File: src/rtl/bird_motion_ctrl.sv
// Bird vertical physics: flap/gravity integration of a signed velocity into the
// bird's top-edge row, sequenced by a READY/FLY/DEAD/LANDED state machine.
module bird_motion_ctrl #(
  parameter int START_Y  = 215,
  parameter int SCREEN_H = 480,
  parameter int BIRD_H   = 25,
  parameter int JUMP_VEL = 6,
  parameter int MAX_FALL = 8,
  parameter int GRAV_DIV = 4
) (
  input  logic       clk,
  input  logic       clr,
  input  logic       tick,
  input  logic       jump,
  input  logic       sw,
  input  logic       isDone,
  output logic [8:0] bird_pos_y,
  output logic [4:0] bird_vel,
  output logic       flap,
  output logic [1:0] state
);

  typedef enum logic [1:0] {
    S_READY  = 2'b00,
    S_FLY    = 2'b01,
    S_DEAD   = 2'b10,
    S_LANDED = 2'b11
  } state_t;

  localparam int G_W = (GRAV_DIV > 1) ? $clog2(GRAV_DIV) : 1;

  localparam logic [8:0]        POS_START = 9'(START_Y);
  localparam logic [8:0]        POS_MAX   = 9'(SCREEN_H - BIRD_H);
  localparam logic signed [10:0] POS_MAX_S = 11'(SCREEN_H - BIRD_H);
  localparam logic signed [4:0]  JUMP_V    = -(5'(JUMP_VEL));
  localparam logic signed [4:0]  MAX_FALL_V = 5'(MAX_FALL);
  localparam logic [G_W-1:0]     G_LAST    = G_W'(GRAV_DIV - 1);

  state_t              st_q, st_d;
  logic [8:0]          pos_q, pos_d;
  logic signed [4:0]   vel_q, vel_d;
  logic [G_W-1:0]      g_q, g_d;
  logic                pend_q, pend_d;
  logic                flap_q, flap_d;
  logic                jump_q;

  logic                jump_edge;
  logic                g_last;
  logic signed [10:0]  nxt;
  logic signed [4:0]   grav_vel;

  assign jump_edge = jump & ~jump_q;
  assign g_last    = (g_q == G_LAST);
  // Position step always uses the velocity held before this tick's update.
  assign nxt       = $signed({2'b00, pos_q}) + $signed({{6{vel_q[4]}}, vel_q});
  assign grav_vel  = (vel_q >= MAX_FALL_V) ? MAX_FALL_V : vel_q + 5'sd1;

  always_ff @(posedge clk or posedge clr) begin
    if (clr) begin
      st_q   <= S_READY;
      pos_q  <= POS_START;
      vel_q  <= '0;
      g_q    <= '0;
      pend_q <= 1'b0;
      flap_q <= 1'b0;
      jump_q <= 1'b0;
    end else begin
      st_q   <= st_d;
      pos_q  <= pos_d;
      vel_q  <= vel_d;
      g_q    <= g_d;
      pend_q <= pend_d;
      flap_q <= flap_d;
      jump_q <= jump;
    end
  end

  always_comb begin
    st_d   = st_q;
    pos_d  = pos_q;
    vel_d  = vel_q;
    g_d    = g_q;
    pend_d = pend_q;
    flap_d = 1'b0;
    unique case (st_q)
      S_READY: begin
        if (jump_edge || sw) begin
          st_d   = S_FLY;
          pend_d = 1'b1;
        end
      end
      S_FLY: begin
        if (isDone) begin
          st_d   = S_DEAD;
          vel_d  = '0;
          pend_d = 1'b0;
          g_d    = '0;
        end else begin
          if (tick) begin
            if (pend_q || sw) begin
              vel_d  = JUMP_V;
              g_d    = '0;
              flap_d = 1'b1;
              pend_d = 1'b0;
            end else if (g_last) begin
              g_d   = '0;
              vel_d = grav_vel;
            end else begin
              g_d = g_q + 1'b1;
            end
            // Hitting a screen edge kills all motion, overriding the velocity update.
            if (nxt < 0) begin
              pos_d = '0;
              vel_d = '0;
            end else if (nxt > POS_MAX_S) begin
              pos_d = POS_MAX;
              vel_d = '0;
            end else begin
              pos_d = nxt[8:0];
            end
          end
          if (jump_edge) pend_d = 1'b1;
        end
      end
      S_DEAD: begin
        if (tick) begin
          if (g_last) begin
            g_d   = '0;
            vel_d = grav_vel;
          end else begin
            g_d = g_q + 1'b1;
          end
          if (nxt >= POS_MAX_S) begin
            pos_d = POS_MAX;
            vel_d = '0;
            st_d  = S_LANDED;
          end else if (nxt < 0) begin
            pos_d = '0;
            vel_d = '0;
          end else begin
            pos_d = nxt[8:0];
          end
        end
      end
      default: begin
      end
    endcase
  end

  assign bird_pos_y = pos_q;
  assign bird_vel   = vel_q;
  assign flap       = flap_q;
  assign state      = st_q;

endmodule

File: config.mk
export PLATFORM = sky130hd
export DESIGN_NAME = bird_motion_ctrl
export DESIGN_NICKNAME = d
export VERILOG_FILES = /design/src/rtl/bird_motion_ctrl.sv
export SDC_FILE = /design/constraint.sdc
export NUM_CORES = 1
export LEC_CHECK = 0
export CAP_MARGIN = 30
export CORE_ASPECT_RATIO = 1.2
export CORE_MARGIN = 10
export CORE_UTILIZATION = 55
export DETAILED_ROUTE_END_ITERATION = 12
export GPL_TIMING_DRIVEN = 0
export PLACE_DENSITY = 0.79
export SLEW_MARGIN = 25
export SYNTH_ARGS = -nofsm -noshare
export SYNTH_HDL_FRONTEND = slang
export SYNTH_SLANG_ARGS = --single-unit
File: constraint.sdc
create_clock -name clk -period 6.7 [get_ports clk]
set_input_delay 1.005 -clock clk [delete_from_list [all_inputs] [get_ports clk]]
set_output_delay 1.005 -clock clk [all_outputs]
set_load 0.01 [all_outputs]
==> results.md, run 1 <==
- FFs w/ async S/R, synth: 100%
- Switching part of the total: a little under half
- Area grow syn2layout: 15.4%
- Worst EP required: between 6 and 7 ns
- Fin crit period: ~3.3 ns
- Switching power: roughly 0.47 mW
- Internal Power: between 0.5 and 0.6 mW
- Detailed Route Iter0 Violations: 54
- Syn avg cell area: ~8.5 µm²
- Residual DRC count: 0
- Die W: between 70 and 80 µm
- Hold Crit Class: reg -> reg
- CTS tree: done
- Cell Chain, Critical Path: ha_1 -> inv_1 -> fa_1 -> nand2b_1 -> a21oi_2 -> o21a_2 -> xnor2_1 -> a311o_1 -> a41oi_4 -> nor2_4 -> o41ai_1
- Worst R2R End: bird_vel[2]$_DFFE_PP0P_
- Hold Violations, Final: 0
- Rel. slew slack: between 40% and 50%
- Core area: between 3000 and 4000 µm²
- Sequential area share after synthesis: just under 30%
- Maximum fanout along the worst path: 9
- GRT overflow: 0
- Mapped Nets: 240
- Maximum vdd ir drop: approximately 300 µV
- Worst slew pin tran: around 0.81 ns
- Yosys top cell area share: around a fifth
- Worst R2R Path Depth: 11
- Starting Density: approximately 58%
- Postcts setup bufs: 0
- Total GRT Usage: 13.9%
- TritonCTS buffer count: 3
- Setup tns final: 0 ns
- Post-DP HPWL: around 3200 µm
- Top cells by area, synth: dfrtp_1 (21%), ha_1 (12%), dfstp_2 (8.6%)
- Logic gate share of total power: slightly above 70%
- Max Freq: 305 MHz
- Vias per inst: around 6.2
- Pin count of the biggest net entering global routing: 22
- H-Tree Depth: 1
- Startpoint type of the worst setup path: flop
- Gpl congestion: 0.893
- Layout net count: about 270
- Mapped cell area: 1830 µm²
- Clock Sinks: 21
- PD cells: approximately 470 nW/µm²
- Layout cell share with drive strength beyond 1: under 10%
- Number of synthesized flops with an enable pin: 0
- Routed Antenna Nets: 0
- Seq pwr share: 23.1%
- CP arrival: approximately 3.5 ns
- R2R setup slack: between 3 and 4 ns
- Worst path slowest cell: dfrtp_1
- Status: completed
- Die H: 83.1 µm
- Ant diodes: 0
- Endpoint class of the critical path: flop
- Initial antenna violation count: 0
- Cells after synthesis: about 220
- First-pass GRT wire length: between 7000 and 8000 µm
- Final core utilization: roughly two thirds
- I/O Pins: 23
- Die area: 6030 µm²
- Ys Warns: 0
- Clock transition at the registers of the reported paths: about 0.11 ns
- Min-Delay Endpoint: g_q[1]$_DFFE_PP0P_
- Static leakage: approximately 0.88 nW
- First-pass DRT Iterations: 4
- Vias in the first global route: between 1,500 and 2,000
- DR vias: ~1,700
- Top-count cell post-synth: nand2_1
- Hold Path Stages: 2
- CP Class: reg -> reg
- Critical Path Max Stage Delay: 0.53 ns
- Setup Viol. Count Final: 0
- Skew-Pair Late Insertion Delay: ~0.3 ns
- R2R Path Start: bird_vel[0]$_DFFE_PP0P_
- Most used DFF post-synth: dfrtp_1
- Unrepaired setup endpoints after global routing: no
- HP Start: g_q[1]$_DFFE_PP0P_
- Port Buffers: 21
- Final wirelength: about 4100 µm
- Seq cells post-synth: 21
- Final Cycle Share: 48.9%
- Part of the power in the clock network: approximately 6.2%
- Area leader, netlist: dfrtp_1
- Synth cell types: 53
- Layout Skew: ~0.0022 ns
- Clock tree buffer depth: 2
- Routed WL per cell: between 10 and 15 µm
- Post_cts resized: 0
- Hold Buf Count CTS: 0
- Slew Limit Fails: 0
- Num rows: 22
- Max cap viols: 0
- Commonest cells post-synth: nand2_1 (24), ha_1 (18), nor2_1 (18), dfrtp_1 (15), inv_1 (15)
- CTS root buf: clkbuf_4
power by group through the flow:
stage	clock [mW]	combinational, mW	sequential, mW
6_report	0.0612	0.693	0.227
5_1_grt	0.0669	0.775	0.235
2_1_floorplan	0	0.495	0.236
3_5_place_dp	0	0.687	0.230
4_1_cts	0.0633	0.692	0.227
3_3_place_gp	0	0.681	0.229
sequential cells by signal (all words and copies together), names as in the netlist:
signal,flops
jump_q,1
pend_q,1
flap,1
bird_vel,5
g_q,2
bird_pos_y,9
state,2
metal layers:
metal  vias to the layer above  share of wire (%)  GRT usage, %
li1                        844                  -             -
met1                       823                 44          16.9
met2                        43                 50          23.4
met3                         7                4.7          2.98
met4                         0                1.1          4.31
met5                         -                  0             0
worst max-delay path: cells and delay by family, from the launching register on:
family	cells	cell delay, ns
AOI/OAI and AO/OA	5	1.51
adders and majority gates	2	0.65
DFF	1	0.53
and+or+nand+nor	2	0.33
xor gates and xnor gates	1	0.09
buffers and inverters	1	0.06
cells by family (layout without fill, tap and decap cells):
kind of cell,Yosys count,in the layout,share of synthesized area [%]
xor gates and xnor gates,8,8,3.84
adders and majority gates,19,19,13.4
muxes,2,2,1.17
DFF,21,21,29.2
buffers and inverters,21,46,4.32
AOI/OAI and AO/OA,66,66,26.3
and+or+nand+nor,78,78,21.7
final cells by class:
cell class | instances | area (µm²)
multi-input combinational | 173 | 1210
clock buffer | 4 | 26.3
timing repair buffer | 21 | 210
inverter | 15 | 56.3
fill | 284 | 1030
sequential | 21 | 533
buffer | 6 | 22.5
tap | 36 | 45.0
cell usage in the layout (no fill, tap or decap), drive strengths merged, types with 6 or more instances in the layout:
cell type       n
nand2          24
clkdlybuf4s50  21
nor2           19
ha             18
a21oi          16
inv            15
dfrtp          15
o21ai          15
clkbuf         10
nor3            6
xnor2           6
dfstp           6
worst max path at each step:
stage	from	slack [ns]	cells past startpoint	to
detailed placement	bird_vel[0]$_DFFE_PP0P_	3.47	11	bird_vel[2]$_DFFE_PP0P_
global route	bird_vel[0]$_DFFE_PP0P_	3.17	11	bird_vel[2]$_DFFE_PP0P_
CTS	bird_vel[0]$_DFFE_PP0P_	3.43	11	bird_vel[2]$_DFFE_PP0P_
finish	bird_vel[0]$_DFFE_PP0P_	3.42	11	bird_vel[2]$_DFFE_PP0P_
floorplan	bird_pos_y[0]$_DFFE_PP1P_	3.74	11	state[0]$_DFFE_PP0P_
global placement	bird_vel[0]$_DFFE_PP0P_	3.49	11	bird_vel[2]$_DFFE_PP0P_
stage by stage:
step / std cells / total power [mW] / area (µm²) / setup slack, ns / hold WS [ns]
2_1_floorplan: 215 / 0.731 / 1830 / 3.74 / 0.454
3_3_place_gp: 272 / 0.910 / 2080 / 3.49 / 0.469
3_5_place_dp: 272 / 0.917 / 2080 / 3.47 / 0.480
4_1_cts: 276 / 0.983 / 2110 / 3.43 / 0.505
5_1_grt: 276 / 1.08 / 2110 / 3.17 / 0.519
6_report: 276 / 0.981 / 2110 / 3.42 / 0.500
(Power assumes the default switching activity.)
==> run 2: changes to the inputs <==
CORE_UTILIZATION = 50   (was 55)
PLACE_DENSITY = 0.76   (was 0.79)
clock period = 2.98 ns   (was 6.7 ns; I/O delays follow)
==> results.md, run 2 (synthesized netlist as in run 1, its figures left out) <==
- Status: completed
- CP Class: reg -> reg
- Gpl congestion: 0.839 (-6.0%)
- Area grow syn2layout: 27.8%
- Layout net count: 273 (+2.6%)
- Worst Setup SP: bird_pos_y[0]$_DFFE_PP1P_
- CP arrival: 3.14 ns (-0.34 ns)
- Max cap viols: 0 (unchanged)
- Routed Antenna Nets: 0 (unchanged)
- Num rows: 24 (+9.1%)
- Endpoint class of the critical path: flop
- Layout Skew: 0.00151 ns (-0.000672 ns)
- Sequential Area: 536 µm² (+0.47%)
- First-pass DRT Iterations: 4 (unchanged)
- Rel. slew slack: 44.3% (-1.9 points)
- Worst R2R End: bird_pos_y[1]$_DFFE_PP1P_
- Most frequent cells in the layout: nand2_1 (24), clkdlybuf4s50_1 (21), nor2_1 (18)
- Vias in the first global route: 1,712 (+4.9%)
- TritonCTS buffer count: 3 (unchanged)
- Die area: 6480 µm² (+7.4%)
- Detailed Route Iter0 Violations: 74 (+37%)
- Starting Density: 51.1% (-7.1 points)
- Layout cell share with drive strength beyond 1: 20.2% (+11 points)
- Worst R2R Path Depth: 14 (+3)
- Residual DRC count: 0 (unchanged)
- H-Tree Depth: 1 (unchanged)
- Most used cell, CP: buf_4
- Ant diodes: 0 (unchanged)
- Die H: 86.2 µm (+3.7%)
- Non-filler cells, final: 286 (+3.6%)
- Slew Limit Fails: 0 (unchanged)
- Startpoint type of the worst setup path: flop
- First-pass GRT wire length: 7660 µm (+6.4%)
- Worst EP required: 3.18 ns (-3.72 ns)
- Fin crit period: 2.94 ns (-0.339 ns)
- Routed WL per cell: 16.6 µm (+11%)
- Setup Viol. Count Final: 0 (unchanged)
- CP Capture Point: bird_pos_y[1]$_DFFE_PP1P_
- Final wirelength: 4760 µm (+15%)
- Worst slew pin tran: 0.835 ns (+0.0292 ns)
- Initial antenna violation count: 0 (unchanged)
- Cell Chain, Critical Path: ha_4 -> inv_1 -> fa_2 -> nand2b_4 -> a21oi_4 -> o21a_2 -> buf_4 -> nand4b_1 -> mux2i_2 -> a41oi_4 -> buf_12 -> buf_4 -> nor2_4 -> a2bb2oi_1
- Critical Path Max Stage Delay: 0.56 ns (+0.03 ns)
- Port Buffers: 21 (unchanged)
- I/O Pins: 23 (unchanged)
- Maximum fanout along the worst path: 6 (-3)
- Die W: 75.2 µm (+3.5%)
- Pin count of the biggest net entering global routing: 22 (unchanged)
- Max Freq: 340 MHz (+12%)
- R2R setup slack: 0.04 ns (-3.38 ns)
- Multi-input gate area: 1360 µm² (+12%)
- Hold Violations, Final: 0 (unchanged)
- Skew-Pair Late Insertion Delay: 0.27 ns (-0.03 ns)
- Maximum vdd ir drop: 568 µV (+88%)
- Clock Sinks: 21 (unchanged)
- # fillers: 290 (+2.1%)
- Hold Crit Class: reg -> reg
- Clock tree buffer depth: 2 (unchanged)
- Static leakage: 0.985 nW (+12%)
- Placed instance count: 275 (+1.1%)
- GRT overflow: 0 (unchanged)
- Total GRT Usage: 14.6% (+0.73 points)
- Core area: 3570 µm² (+14%)
- DR vias: 1,745 (+1.6%)
- Largest register FFs: 9 (unchanged)
- Post-DP HPWL: 3320 µm (+4.3%)
- Most common cell after layout, fill and taps aside: nand2_1
- Hold Buf Count CTS: 0 (unchanged)
- Worst path slowest cell: dfstp_2
- PD cells: 1130 nW/µm² (+140%)
- CTS root buf: clkbuf_8
- Clock transition at the registers of the reported paths: 0.08 ns (-0.03 ns)
- CTS tree: done
- Final Cycle Share: 98.7% (+50 points)
- Vias per inst: 6.10 (-1.9%)
- R2R Path Start: bird_pos_y[0]$_DFFE_PP1P_
- Worst hold margin: 0.498 ns (-0.00254 ns)
run 2: cell types whose count changed in the layout (fill, tap and decap cells not counted), moves of 3 or more:
| cell | previous run | this run |
|---|---|---|
| o41ai_1 | 4 | 0 |
| clkbuf_4 | 3 | 0 |
| buf_4 | 0 | 5 |
| clkbuf_8 | 0 | 3 |
| o41ai_2 | 0 | 4 |
run 2: worst min-delay path by stage:
stage | cells after the start | end | slack [ns] | start
2_1_floorplan | 1 | bird_pos_y[3]$_DFFE_PP0P_ | 0.42 | clr
3_3_place_gp | 2 | g_q[1]$_DFFE_PP0P_ | 0.47 | g_q[1]$_DFFE_PP0P_
3_5_place_dp | 2 | bird_pos_y[4]$_DFFE_PP1P_ | 0.48 | bird_pos_y[4]$_DFFE_PP1P_
4_1_cts | 2 | bird_pos_y[4]$_DFFE_PP1P_ | 0.49 | bird_pos_y[4]$_DFFE_PP1P_
5_1_grt | 2 | bird_pos_y[4]$_DFFE_PP1P_ | 0.55 | bird_pos_y[4]$_DFFE_PP1P_
6_report | 2 | g_q[1]$_DFFE_PP0P_ | 0.50 | g_q[1]$_DFFE_PP0P_
run 2: stage by stage:
step	util [%]	area [µm²]	power, mW	setup TNS, ns	worst slack [ns]
after floorplan	-	1830	1.64	0	0.0209
after CTS	62.3	2230	2.41	0	0.00338
after detailed placement	58.3	2080	2.07	-2.42	-0.323
final	65.3	2330	2.63	0	0.0392
after global placement	58.3	2080	2.05	-2.09	-0.257
after global routing	65.3	2330	2.83	-0.140	-0.0401
run 2: final cells by class:
cell class / count / share of cell area (%)
buffer: 6 / 0.965
tap: 39 / 2.09
clock buffer: 3 / 1.77
multi-input combinational: 174 / 58.1
clock inverter: 1 / 0.214
timing repair buffer: 27 / 11.5
sequential: 21 / 22.9
inverter: 15 / 2.41
run 2: critical path, delay by kind of cell (launching register included):
kind                     cells  cell delay [ns]
AO/OA/AOI/OAI                4             0.58
adder cells (fa/ha/maj)      2             0.48
multiplexers                 1             0.30
buffers and inverters        4             0.50
AND/OR/NAND/NOR              3             0.44
flip-flops                   1             0.56
run 2: where the power goes:
part           switching (mW)  leakage, nW  internal [mW]
sequential              0.107        0.251          0.409
combinational            1.05        0.709          0.874
clock                   0.103       0.0255         0.0937
run 2: repair_timing:
action	CTS	global route
gates resized for setup	13	15
pin swaps	6	8
gates cloned	1	0
buffers inserted	4	2
endpoints found under the setup margin	14	16
run 2: per-layer routing:
layer	routed length [µm]	track usage [%]
met5	0	0
met4	91	6.26
met3	231	3.32
met2	2530	26.3
met1	1910	15.7
